File: src/rtl/lf_wide_add_seq_pkg.sv
// Shared types for the wide add/sub sequencer.
// Word width, word type and sequencer states.
package lf_pkg;
  localparam int LF_WORD_W = 32;

  typedef logic [LF_WORD_W-1:0] lf_word_t;

  typedef enum logic [1:0] {
    IDLE,
    RUN,
    DONE
  } lf_seq_state_t;
endpackage

File: src/rtl/lf_wide_add_seq_if.sv
// Operand/result handshake bundle.
// Source and consumer sides share one interface.
interface lf_wide_add_seq_if
  import lf_pkg::*;
#(
  parameter int WORDS = 4
) ();
  localparam int W = LF_WORD_W * WORDS;

  logic         in_valid;
  logic         in_ready;
  logic [W-1:0] in_a;
  logic [W-1:0] in_b;
  logic         in_cin;
  logic         in_sub;
  logic         out_valid;
  logic         out_ready;
  logic [W-1:0] out_sum;
  logic         out_cout;
  logic         out_ovf;

  modport master (
    output in_valid, in_a, in_b,
    output in_cin, in_sub, out_ready,
    input  in_ready, out_valid,
    input  out_sum, out_cout, out_ovf
  );

  modport slave (
    input  in_valid, in_a, in_b,
    input  in_cin, in_sub, out_ready,
    output in_ready, out_valid,
    output out_sum, out_cout, out_ovf
  );
endinterface

File: src/rtl/lf_wide_add_seq_core.sv
// Combinational 32-bit Ladner-Fischer adder.
// Level-0 p/g, five prefix levels, carry-in folded last.
module lf_add_core32
  import lf_pkg::*;
(
  input  lf_word_t a,
  input  lf_word_t b,
  input  logic     cin,
  output lf_word_t sum,
  output logic     cout
);
  lf_word_t g0, p0, gp, pp, c;

  // level 0 generate/propagate
  assign g0 = a & b;
  assign p0 = a ^ b;

  for (genvar l = 0; l < 5; l++) begin : lvl
    lf_word_t gi, pi, go, po;
    if (l == 0) begin : g_first
      assign gi = g0;
      assign pi = p0;
    end else begin : g_next
      assign gi = lvl[l-1].go;
      assign pi = lvl[l-1].po;
    end
    for (genvar i = 0; i < 32; i++) begin : bt
      if (((i >> l) & 1) == 1) begin : g_cmb
        localparam int J = ((i >> l) << l) - 1;
        assign go[i] = gi[i] | (pi[i] & gi[J]);
        assign po[i] = pi[i] & pi[J];
      end else begin : g_pass
        assign go[i] = gi[i];
        assign po[i] = pi[i];
      end
    end
  end

  assign gp = lvl[4].go;
  assign pp = lvl[4].po;

  // gp/pp[i] span bits 0..i, so carry-in is applied once here
  assign c    = {gp[30:0] | (pp[30:0] & {31{cin}}), cin};
  assign sum  = p0 ^ c;
  assign cout = gp[31] | (pp[31] & cin);
endmodule

File: src/rtl/lf_wide_add_seq.sv
// WORDS x 32-bit add/sub, one word per cycle, LSW first.
// One shared adder core; carry chained through carry_q.
module lf_wide_add_seq
  import lf_pkg::*;
#(
  parameter int WORDS = 4
) (
  input  logic               clk,
  input  logic               rst_n,
  lf_wide_add_seq_if.slave   bus
);
  localparam int W  = LF_WORD_W * WORDS;
  localparam int CW = $clog2(WORDS);

  typedef logic [CW-1:0] cnt_t;

  lf_seq_state_t state, state_nx;

  logic [W-1:0] a_q, b_q, sum_q;
  logic         carry_q, cout_q, ovf_q;
  cnt_t         cnt_q;

  logic     accept, last, cw;
  lf_word_t aw, bw, sw;

  assign accept = (state == IDLE) && bus.in_valid;
  assign last   = (cnt_q == cnt_t'(WORDS - 1));

  assign aw = a_q[cnt_q*LF_WORD_W +: LF_WORD_W];
  assign bw = b_q[cnt_q*LF_WORD_W +: LF_WORD_W];

  lf_add_core32 u_core (
    .a    (aw),
    .b    (bw),
    .cin  (carry_q),
    .sum  (sw),
    .cout (cw)
  );

  // state register
  always_ff @(posedge clk or negedge rst_n) begin
    if (!rst_n) state <= IDLE;
    else        state <= state_nx;
  end

  // next-state: IDLE -> RUN (WORDS cycles) -> DONE -> IDLE
  always_comb begin
    state_nx = state;
    unique case (state)
      IDLE:    if (accept) state_nx = RUN;
      RUN:     if (last) state_nx = DONE;
      DONE:    if (bus.out_ready) state_nx = IDLE;
      default: state_nx = IDLE;
    endcase
  end

  // operand latch, per-word accumulate, final flags
  always_ff @(posedge clk or negedge rst_n) begin
    if (!rst_n) begin
      a_q     <= '0;
      b_q     <= '0;
      sum_q   <= '0;
      carry_q <= 1'b0;
      cout_q  <= 1'b0;
      ovf_q   <= 1'b0;
      cnt_q   <= '0;
    end else if (accept) begin
      a_q     <= bus.in_a;
      b_q     <= bus.in_sub ? ~bus.in_b : bus.in_b;
      carry_q <= bus.in_sub ? 1'b1 : bus.in_cin;
      cnt_q   <= '0;
    end else if (state == RUN) begin
      sum_q[cnt_q*LF_WORD_W +: LF_WORD_W] <= sw;
      carry_q <= cw;
      if (last) begin
        cout_q <= cw;
        ovf_q  <= (aw[31] == bw[31]) && (sw[31] != aw[31]);
        cnt_q  <= '0;
      end else begin
        cnt_q <= cnt_q + 1'b1;
      end
    end
  end

  assign bus.in_ready  = (state == IDLE);
  assign bus.out_valid = (state == DONE);
  assign bus.out_sum   = sum_q;
  assign bus.out_cout  = cout_q;
  assign bus.out_ovf   = ovf_q;
endmodule

File: src/flat_wrapper.sv
// flat-port wrapper written by rule: the top's interface ports become plain ports
module lf_wide_add_seq_flat import lf_pkg::*;
#(
  parameter int WORDS = 4
)
  (clk, rst_n, bus_in_valid, bus_in_a, bus_in_b, bus_in_cin, bus_in_sub, bus_out_ready, bus_in_ready, bus_out_valid, bus_out_sum, bus_out_cout, bus_out_ovf);
  lf_wide_add_seq_if #(.WORDS(WORDS)) bus_i ();
  input  logic clk;
  input  logic rst_n;
  input wire logic [$bits(bus_i.in_valid)-1:0] bus_in_valid;
  input wire logic [$bits(bus_i.in_a)-1:0] bus_in_a;
  input wire logic [$bits(bus_i.in_b)-1:0] bus_in_b;
  input wire logic [$bits(bus_i.in_cin)-1:0] bus_in_cin;
  input wire logic [$bits(bus_i.in_sub)-1:0] bus_in_sub;
  input wire logic [$bits(bus_i.out_ready)-1:0] bus_out_ready;
  output wire logic [$bits(bus_i.in_ready)-1:0] bus_in_ready;
  output wire logic [$bits(bus_i.out_valid)-1:0] bus_out_valid;
  output wire logic [$bits(bus_i.out_sum)-1:0] bus_out_sum;
  output wire logic [$bits(bus_i.out_cout)-1:0] bus_out_cout;
  output wire logic [$bits(bus_i.out_ovf)-1:0] bus_out_ovf;
  assign bus_i.in_valid = bus_in_valid;
  assign bus_i.in_a = bus_in_a;
  assign bus_i.in_b = bus_in_b;
  assign bus_i.in_cin = bus_in_cin;
  assign bus_i.in_sub = bus_in_sub;
  assign bus_i.out_ready = bus_out_ready;
  assign bus_in_ready = bus_i.in_ready;
  assign bus_out_valid = bus_i.out_valid;
  assign bus_out_sum = bus_i.out_sum;
  assign bus_out_cout = bus_i.out_cout;
  assign bus_out_ovf = bus_i.out_ovf;
  lf_wide_add_seq #(.WORDS(WORDS)) u_core (.clk(clk), .rst_n(rst_n), .bus(bus_i));
endmodule
File: config.mk
export PLATFORM = sky130hd
export DESIGN_NAME = lf_wide_add_seq_flat
export DESIGN_NICKNAME = d
export VERILOG_FILES = /design/src/rtl/lf_wide_add_seq_pkg.sv /design/src/rtl/lf_wide_add_seq_if.sv /design/src/rtl/lf_wide_add_seq_core.sv /design/src/rtl/lf_wide_add_seq.sv /design/src/flat_wrapper.sv
export SDC_FILE = /design/constraint.sdc
export NUM_CORES = 1
export LEC_CHECK = 0
export CAP_MARGIN = 15
export CORE_MARGIN = 2
export CORE_UTILIZATION = 37
export CTS_BUF_LIST = sky130_fd_sc_hd__clkbuf_2 sky130_fd_sc_hd__clkbuf_4 sky130_fd_sc_hd__clkbuf_8
export CTS_CLUSTER_SIZE = 40
export DETAILED_ROUTE_END_ITERATION = 10
export SYNTH_ARGS = -nofsm -noshare
export SYNTH_HDL_FRONTEND = slang
export SYNTH_SLANG_ARGS = --single-unit
File: constraint.sdc
create_clock -name clk -period 10 [get_ports clk]
set_input_delay 1.5 -clock clk [delete_from_list [all_inputs] [get_ports clk]]
set_output_delay 1.5 -clock clk [all_outputs]
set_load 0.03 [all_outputs]
# Word-level counts from Yosys, hierarchy flattened
# Index checks and enable logic that the tools add are counted.
word_totals:
  reg_bits: 391
  out_inout_bits: 132
  wordCells: 290
classes:
  n_reduce_logical: 7
  shift: 4
  bitwise_logic: 249
  add_sub_neg: 2
  muxes: 12
  n_eq_ne: 8
ops:
  columns: ["cell", "count"]
  rows:
  - ["indexed part select 128 x 8 -> 32 bit", 2]
  - ["bitwise AND 1 bit", 161]
  - ["bitwise mux 128 bit", 1]
  - ["2-to-1 mux 128 bit", 1]
  - ["inverter 128 bit", 1]
  - ["variable shift 32 x 34 -> 128 bit (first input constant)", 1]
  - ["indexed part select 32 x 34 -> 128 bit", 1]
  - ["OR 1 bit", 81]
  - ["bitwise XOR 32 bit", 2]
  - ["negator 7 -> 34 bit", 1]
  - ["bitwise AND 32 bit", 1]
  - ["bitwise AND 31 bit", 1]
  - ["OR 31 bit", 1]
  - ["2-to-1 mux 2 bit", 6]
  - ["one-hot mux 2 bit (3 select lines)", 1]
  - ["AND reduction 3 bit", 2]
  - ["== test 2 bit (second input constant)", 2]
  - ["!= test 2 x 1 -> 1 bit (second input constant)", 2]
  - ["2-to-1 mux 1 bit", 3]
  - ["adder 2 x 1 -> 2 bit (second input constant)", 1]
  - ["== test 2 x 1 -> 1 bit (second input constant)", 1]
  - ["logical AND 1 bit", 2]
  - ["zero test 2 bit", 1]
  - ["!= test 2 bit (second input constant)", 1]
  - ["other kinds (5)", 5]

# Depth between registers and ports, before layout
# Gate-level depths: netlist (run 1).
depth:
  depth_word: 16
  depth_mapped: 13
  depth_no_buf: 10

# By module
# A second synthesis (run 1) with hierarchy kept.
hier_totals:
  hier_cells: 1743
  hier_area_um2: 18575.3
modules_own_cells:
  columns: ["module", "area_per_inst_um2", "cells_per_inst", "seq_area_each_um2", "instances"]
  rows:
  - ["lf_wide_add_seq", 17234.0, 1577, 9784.4, 1]
  - ["lf_add_core32", 1341.3, 166, 0.0, 1]

# Worst setup path after synthesis (run 1)
# No wires, ideal clock.
synth_path:
  path_kind: "flip-flop to flip-flop"
  start: "register u_core.cnt_q[0]"
  end: "register u_core.sum_q[126] (netlist: u_core.bus.out_sum[126])"
  path_buffers: 3
  t_arrival_ns: 3.986
  required_ns: 9.878
  path_stages_with_launch: 14
  period_less_slack_ns: 4.107
  slack_ns: 5.893
  cell_sequence: "dfrtp_1 -> clkbuf_1 -> buf_1 -> buf_1 -> mux4_2 -> ha_1 -> a21o_1 -> a21o_1 -> a21oi_1 -> o22a_1 -> o21a_2 -> a21boi_1 -> or3_4 -> a32o_1"
synth_between:
  elab_chain_len: 16
  elab_cells_between_ends: 236
synth_rtl:
  columns: ["item", "line", "source"]
  rows:
  - ["start: declaration", "lf_wide_add_seq.sv:21", "cnt_t cnt_q;"]
  - ["start signal: assignment", "lf_wide_add_seq.sv:80", "cnt_q <= cnt_q + 1'b1;"]
  - ["indexed part select 128 x 8 -> 32 bit (on tied branches)", "lf_wide_add_seq.sv:29, lf_wide_add_seq.sv:30", null]
  - ["bitwise XOR 32 bit or bitwise AND 32 bit (tied branches)", "lf_wide_add_seq_core.sv:16, lf_wide_add_seq_core.sv:15", null]
  - ["bitwise AND 1 bit", "lf_wide_add_seq_core.sv:30", "assign go[i] = gi[i] | (pi[i] & gi[J]);"]
  - ["OR 1 bit", "lf_wide_add_seq_core.sv:30", null]
  - ["bitwise AND 1 bit", "lf_wide_add_seq_core.sv:30", null]
  - ["OR 1 bit", "lf_wide_add_seq_core.sv:30", null]
  - ["bitwise AND 1 bit", "lf_wide_add_seq_core.sv:30", null]
  - ["OR 1 bit", "lf_wide_add_seq_core.sv:30", null]
  - ["bitwise AND 1 bit", "lf_wide_add_seq_core.sv:30", null]
  - ["OR 1 bit", "lf_wide_add_seq_core.sv:30", null]
  - ["bitwise AND 1 bit", "lf_wide_add_seq_core.sv:30", null]
  - ["OR 1 bit", "lf_wide_add_seq_core.sv:30", null]
  - ["OR 31 bit", "lf_wide_add_seq_core.sv:43", "assign c = {gp[30:0] | (pp[30:0] & {31{cin}}), cin};"]
  - ["bitwise XOR 32 bit", "lf_wide_add_seq_core.sv:44", "assign sum = p0 ^ c;"]
  - ["indexed part select 32 x 34 -> 128 bit", "lf_wide_add_seq.sv:73", "sum_q[cnt_q*LF_WORD_W +: LF_WORD_W] <= sw;"]
  - ["bitwise mux 128 bit (*)", "lf_wide_add_seq.sv:73", null]
  - ["end signal: indexed assignment", "lf_wide_add_seq.sv:73", null]
  - ["end: declaration", "lf_wide_add_seq.sv:19", "logic [W-1:0] a_q, b_q, sum_q;"]
# Every way passes the cells marked *; elsewhere a longest branch is shown, timed or not.
# A chain may end at the register's enable or synchronous reset.

# Worst setup path after layout (run 1)
layout_path:
  start: "register u_core.cnt_q[0]"
  end: "register u_core.sum_q[94] (netlist: u_core.bus.out_sum[94])"
# Same word-level chain as after synthesis.

==> summary.txt, run 1 <==
Die
  • Core area: 49000 sq um
  • Die area: 51400 sq um
  • Ports: 394
  • Die width: 227 um
  • Rows: 81
  • Die height: 227 um
  • Initial Util: 37.5%

CTS
  • Post-CTS setup buffer count: 0
  • Skew-Pair Late Insertion Delay: between 0.6 and 0.7 ns
  • Clk buf depth: 3
  • Clock sink count: 391
  • CTS Hold Buffers Added: 0
  • Resized Gates After CTS: 0
  • Register clock-pin slew on the reported worst setup and hold paths: 0.06 ns
  • CTS root buffer: clkbuf_8
  • H-tree levels: 3
  • Total CTS buffers: 71
  • CTS tree: built

Synthesis
  • Seq/Total Area, Yosys: 53.3%
  • Mean area per synthesized cell: 10.5 sq um
  • Syn Nets: 2046
  • Adder-cell share of the synthesized area: between 2 and 3%
  • Number of synthesized flops with an enable pin: 0
  • Synthesized flop and latch total: around 390
  • Multiplexer share of the synthesized area: 7.91%
  • Largest family of logic cells by synthesized area: simple AND/OR/NAND/NOR gates
  • Post-Syn Area: 18300 sq um
  • Synth Area in Simple Gates: 14.2%
  • Post-Synth XOR/XNOR Area: 7.16%
  • Post-synth cell types: 55
  • Compound-cell area share of the yosys netlist: between 10% and 20%
  • Asr flop ratio synth: 100%
  • Ys Warns: 0
  • Ys flop type: dfrtp_1
  • Mapped Cells: 1745

GRT
  • Pin count of the biggest net entering global routing: 221
  • First-pass GRT wire length: 86500 um
  • GRT Residual Overflow: 0
  • Tot GR Track Use: 22.2%
  • Number of global-route vias before repair: 14462
  • Initial antenna violation count: 2

STA
  • Clock skew: 0.0400 ns
  • Slew @ Worst Pin: 1.02 ns
  • Slew margin rel.: 32.2%
  • Post-Route Setup TNS: 0 ns
  • Unrepaired setup endpoints after global routing: false
  • Achievable Freq: 204 MHz
  • Max-slew violations: 0
  • Final Hold Violating Endpoints: 0
  • Endpoints failing setup: 0
  • Crit path setup slack, layout: 5.09 ns
  • Post-layout minimum cycle time: 4.91 ns
  • Crit share post-route: 49.1%

Route
  • DRC: 0
  • WL/cell: 19.9 um
  • Router iterations before antenna repair: 5
  • DRT iter0 DRCs: 1180
  • Vias/cell: slightly above 5
  • Via count: around 14000
  • WL final: ~56000 um
  • DRT antenna net count: 0

Setup path
  • Critical path arrival: 5.44 ns
  • FF-to-FF path depth: 11
  • Critical Path Source Type: flop
  • Reg2Reg Setup Slack: 5.09 ns
  • WP data required: about 11 ns
  • CP max FO: 44
  • Crit path kind: reg -> reg
  • Crit end category: flop

Min path
  • Hold Crit Depth: 2
  • Hold crit path type: reg -> reg

Run
  • Max-cap viol count: 0

Cells and area
  • Share of cells above drive strength 1: a little over a tenth
  • Final instance area: 24400 sq um
  • Layout Nets: about 2400
  • Area delta synth->final: 33.2%

Placed design
  • DP HPWL: between 40000 and 50000 um
  • DP Area: between 20000 and 25000 sq um
  • RePlAce Congestion: 0.836
  • Dpl ws: approximately 5.0 ns
  • Port bufs: 393

Power and ir drop
  • VDD IR max: 0.000192 V
  • Power Density: 360 nW/um^2
  • Leakage power: 10.9 nW

Run status
  • Status: complete, no violations
[layer usage]
metal	up-vias	part of all wire, %	global-route usage (%)
met5	-	0	0
met4	0	1.8	6.18
met3	59	7.5	4.76
met2	534	44	33.4
met1	7037	46	32.4
li1	6700	-	-
[final timing paths]
kind                                           to       startpoint
setup / recovery           u_core.bus.out_sum[94]  u_core.cnt_q[0]
hold / removal                    u_core.a_q[101]  u_core.a_q[101]
setup reg to reg           u_core.bus.out_sum[94]  u_core.cnt_q[0]
hold reg to reg                   u_core.a_q[101]  u_core.a_q[101]
max in group asynchronous         u_core.cnt_q[1]            rst_n
min in group asynchronous  u_core.bus.out_sum[38]            rst_n
[flip-flops by register name, indices dropped and copies added, names as in the netlist]
name                 cells
u_core.a_q             128
u_core.b_q             128
u_core.bus.out_cout      1
u_core.bus.out_ovf       1
u_core.bus.out_sum     128
u_core.carry_q           1
u_core.cnt_q             2
u_core.state             2
[cell usage after synthesis (3+ instances only)]
library cell  number  area, sq um
mux4_2            64         1440
o21bai_1           3         22.5
buf_2              3         15.0
buf_1              8         30.0
nand3_1           15         75.1
o211ai_1           4         30.0
nand4_1            4         25.0
o21ai_0          151          756
nor3_1             5         25.0
a32o_1             6         60.1
xor2_1             8         70.1
a21oi_1           30          150
nand2_1          554         2080
ha_1              38          475
a221o_1            5         50.1
dfrtp_1          391         9780
a21o_1             5         37.5
clkbuf_1         103          387
nand3b_1           3         22.5
xnor2_1          142         1240
or3_1              7         43.8
o21a_1             5         37.5
a21oi_2            3         26.3
and2_1             3         18.8
inv_1              9         33.8
nand2b_1          10         62.6
and3_1             3         18.8
nor2_1            29          109
nor2b_1            6         37.5
a22o_1            96          841
o31ai_1            3         22.5
[through the flow]
step           power, mW  cells  utilization (%)  hold slack (ns)
2_1_floorplan       5.56   1745                -            0.440
3_3_place_gp        7.08   2705             46.7            0.453
3_5_place_dp        7.18   2705             46.7            0.457
4_1_cts             8.86   2828             49.9            0.472
5_1_grt             9.43   2830             49.9            0.489
6_report            8.80   2830             49.9            0.467
[area by class of cell]
class / count / area [sq um]
Fill cell: 4453 / 24500
Sequential cell: 391 / 9790
Multi-Input combinational cell: 1231 / 8120
Timing Repair Buffer: 410 / 4090
Clock buffer: 107 / 1390
Tap cell: 664 / 831
Clock inverter: 16 / 170
Inverter: 9 / 33.8
Antenna cell: 2 / 5.00
[kinds of logic after synthesis]
kind of cell	after synthesis
AND/OR/NAND/NOR	649
flip-flops	391
AO/OA/AOI/OAI	328
XOR/XNOR	150
buffers and inverters	123
multiplexers	65
adder cells (fa/ha/maj)	39
[layout by cell type, fill, tap and decap left out, types with 4 or more instances in the layout]
| cell type | synthesis | layout |
|---|---|---|
| nand2_1 | 554 | 553 |
| clkdlybuf4s50_1 | 0 | 391 |
| dfrtp_1 | 391 | 389 |
| o21ai_0 | 151 | 151 |
| xnor2_1 | 142 | 142 |
| a22o_1 | 96 | 96 |
| clkbuf_8 | 0 | 93 |
| mux4_2 | 64 | 64 |
| ha_1 | 38 | 38 |
| a21oi_1 | 30 | 30 |
| nor2_1 | 29 | 28 |
| nand3_1 | 15 | 15 |
| buf_4 | 0 | 15 |
| clkbuf_4 | 0 | 14 |
| nand2b_1 | 10 | 10 |
| inv_1 | 9 | 9 |
| xor2_1 | 8 | 8 |
| clkinv_2 | 0 | 8 |
| or3_1 | 7 | 7 |
| nor2b_1 | 6 | 6 |
| a32o_1 | 6 | 6 |
| a21o_1 | 5 | 5 |
| o21a_1 | 5 | 5 |
| a221o_1 | 5 | 5 |
| nand4_1 | 4 | 4 |
| o211ai_1 | 4 | 4 |
[worst max-delay path, cell delays in order (launching register included)]
cell,delay [ns]
dfrtp_4,0.84
buf_4,0.76
mux4_2,0.65
ha_1,0.34
and2_4,0.18
a221oi_2,0.32
a21oi_2,0.15
o31ai_4,0.44
o21a_2,0.24
a21boi_1,0.08
o21ai_0,0.48
a32o_1,0.28
[where the power goes]
| part | internal (mW) | switching, mW | leakage (nW) |
|---|---|---|---|
| clock | 0.962 | 0.683 | 0.816 |
| sequential | 2.23 | 0.438 | 5.02 |
| combinational | 1.73 | 2.76 | 5.09 |
| total | 4.92 | 3.88 | 10.9 |
Power figures use the tool's default switching activity.
==> run 2: changes to the inputs <==
clock period = 4.9 ns   (was 10 ns; I/O delays follow)
==> run 2 against run 1 <==
Compared with the run above:
- first-iteration DRC count shrank 24%
- combinational power grew 110%
- highest routed layer is now met5
- critical path type unchanged
- total power grew 100%
==> summary.txt, run 2 (synthesis results as in run 1) <==
Run status
  • Status: complete, no violations (unchanged)

Placed design
  • Placed cells: 2715 (was 2705)
  • DP HPWL: 40700 um (was 40600 um)
  • Port bufs: 393 (unchanged)
  • RePlAce Congestion: 0.848 (was 0.836)
  • DP Area: 23000 sq um (was 22900 sq um)
  • Dpl ws: 0.684 ns (was 5.02 ns)

Setup path
  • Cell mode on critical path: buf_4
  • Top delay family on crit path: buffers and inverters (was compound AO/OA/AOI/OAI gates)
  • Worst setup path startpoint: u_core.cnt_q[0] (unchanged)
  • WP data required: 5.46 ns (was 10.54 ns)
  • Crit end category: flop (unchanged)
  • CP cell instances: buf_4 > buf_4 > mux4_2 > ha_1 > and4_1 > nand4_1 > o22a_1 > o21a_2 > a31oi_2 > xor2_1 > a22o_1 (was buf_4 > mux4_2 > ha_1 > and2_4 > a221oi_2 > a21oi_2 > o31ai_4 > o21a_2 > a21boi_1 > o21ai_0 > a32o_1)
  • Crit path buffers/inverters: 2 (was 1)
  • Crit path kind: reg -> reg (unchanged)
  • CP max FO: 27 (was 44)
  • Critical path arrival: 4.67 ns (was 5.44 ns)
  • Crit path largest cell delay: 0.76 ns (was 0.84 ns)
  • CP max stage cell: dfrtp_4 (unchanged)
  • Worst r2r src: u_core.cnt_q[0] (unchanged)
  • Critical Path Source Type: flop (unchanged)

Cells and area
  • Non-Filler Instances: 2834 (was 2830)
  • Area delta synth->final: 32.9% (was 33.2%)
  • Most common cell after layout, fill and taps aside: nand2_1 (unchanged)
  • Layout Nets: 2422 (was 2415)
  • Final instance area: 24400 sq um (about the same)
  • Share of cells above drive strength 1: 10.8% (was 10.6%)
  • Most frequent cells in the layout: 553 x nand2_1, 391 x clkdlybuf4s50_1, 389 x dfrtp_1 (unchanged)

STA
  • Max-slew violations: 0 (unchanged)
  • Achievable Freq: 243 MHz (was 204 MHz)
  • Post-layout minimum cycle time: 4.11 ns (was 4.91 ns)
  • Clock skew: 0.0310 ns (was 0.0400 ns)
  • Final Hold Violating Endpoints: 0 (unchanged)
  • Slew @ Worst Pin: 1.05 ns (was 1.02 ns)
  • Crit share post-route: 84.0% (was 49.1%)
  • Slew margin rel.: 29.4% (was 32.2%)
  • Post-Route Setup TNS: 0 ns (unchanged)
  • WHS: 0.175 ns (was 0.467 ns)
  • Crit path setup slack, layout: 0.786 ns (was 5.09 ns)
  • Unrepaired setup endpoints after global routing: false (unchanged)
  • Endpoints failing setup: 0 (unchanged)

Route
  • Vias/cell: 5.01 (was 5.06)
  • WL final: 55800 um (was 56400 um)
  • Via count: 14212 (was 14330)
  • DRT iter0 DRCs: 902 (was 1180)
  • DRT antenna net count: 0 (unchanged)
  • WL/cell: 19.7 um (was 19.9 um)
  • Router iterations before antenna repair: 5 (unchanged)
  • DRC: 0 (unchanged)

Die
  • Die width: 227 um (unchanged)
  • Rows: 81 (unchanged)
  • Ports: 394 (unchanged)
  • Core area: 49000 sq um (unchanged)
  • Initial Util: 37.5% (unchanged)
  • Die height: 227 um (unchanged)
  • Die area: 51400 sq um (unchanged)

Run
  • Max-cap viol count: 0 (unchanged)

CTS
  • Resized Gates After CTS: 0 (unchanged)
  • Post-CTS setup buffer count: 0 (unchanged)
  • CTS tree: built (unchanged)
  • Skew-Pair Late Insertion Delay: 0.62 ns (was 0.63 ns)
  • Clock sink count: 391 (unchanged)
  • CTS root buffer: clkbuf_8 (unchanged)
  • H-tree levels: 3 (unchanged)
  • Total CTS buffers: 68 (was 71)
  • CTS Hold Buffers Added: 0 (unchanged)
  • Clk buf depth: 3 (unchanged)
  • Register clock-pin slew on the reported worst setup and hold paths: 0.06 ns (about the same)

GRT
  • First-pass GRT wire length: 85500 um (was 86500 um)
  • Tot GR Track Use: 22.0% (was 22.2%)
  • Number of global-route vias before repair: 14696 (was 14462)
  • Initial antenna violation count: 5 (was 2)
  • Pin count of the biggest net entering global routing: 125 (was 221)
  • GRT Residual Overflow: 0 (unchanged)

Min path
  • Hold crit path type: in -> async (was reg -> reg)

Power and ir drop
  • VDD IR max: 0.000298 V (was 0.000192 V)
  • Leakage power: 10.9 nW (about the same)
  • Power Density: 731 nW/um^2 (was 360 nW/um^2)
run 2: worst paths after layout:
kind | endpoint | slack [ns] | depth (start not counted)
min in group clk | u_core.a_q[88] | 0.47 | 2
hold reg to reg | u_core.a_q[88] | 0.47 | 2
hold / removal | u_core.bus.out_sum[105] | 0.18 | 1
setup reg to reg | u_core.bus.out_sum[31] | 0.79 | 11
setup / recovery | u_core.bus.out_sum[31] | 0.79 | 11
max in group asynchronous | u_core.a_q[85] | 3.40 | 2
run 2: metal layers:
layer  part of all wire (%)  GRT usage, %  vias up
li1                       -             -     6708
met1                     47          31.8     6959
met2                     45          33.2      481
met3                    6.3          4.48       60
met4                    1.7          6.83        4
met5                  0.048             0        -
run 2: worst reg2reg max path, stage by stage (launching register included):
cell and delay [ns]:
dfrtp_4 0.76, buf_4 0.53, buf_4 0.30, mux4_2 0.52, ha_1 0.38, and4_1 0.25
nand4_1 0.14, o22a_1 0.19, o21a_2 0.14, a31oi_2 0.26, xor2_1 0.37, a22o_1 0.20
run 2: layout make-up:
cell class / count / area (sq um)
antenna: 3 / 7.51
clock buffer: 106 / 1310
clock inverter: 10 / 67.6
fill: 4504 / 24600
inverter: 9 / 33.8
multi-input combinational: 1231 / 8120
sequential: 391 / 9790
tap: 664 / 831
timing repair buffer: 420 / 4220
run 2: power by group:
part | total [mW] | switching [mW] | internal, mW
sequential | 5.44 | 0.895 | 4.55
combinational | 9.32 | 5.72 | 3.61
clock | 3.04 | 1.35 | 1.69
total | 17.8 | 7.96 | 9.85
run 2: per-stage QoR:
| step | total power [mW] | util [%] |
|---|---|---|
| 2_1_floorplan | 11.3 | - |
| 3_3_place_gp | 14.6 | 47.0 |
| 3_5_place_dp | 14.8 | 47.0 |
| 4_1_cts | 17.9 | 49.8 |
| 5_1_grt | 19.1 | 49.8 |
| 6_report | 17.8 | 49.8 |
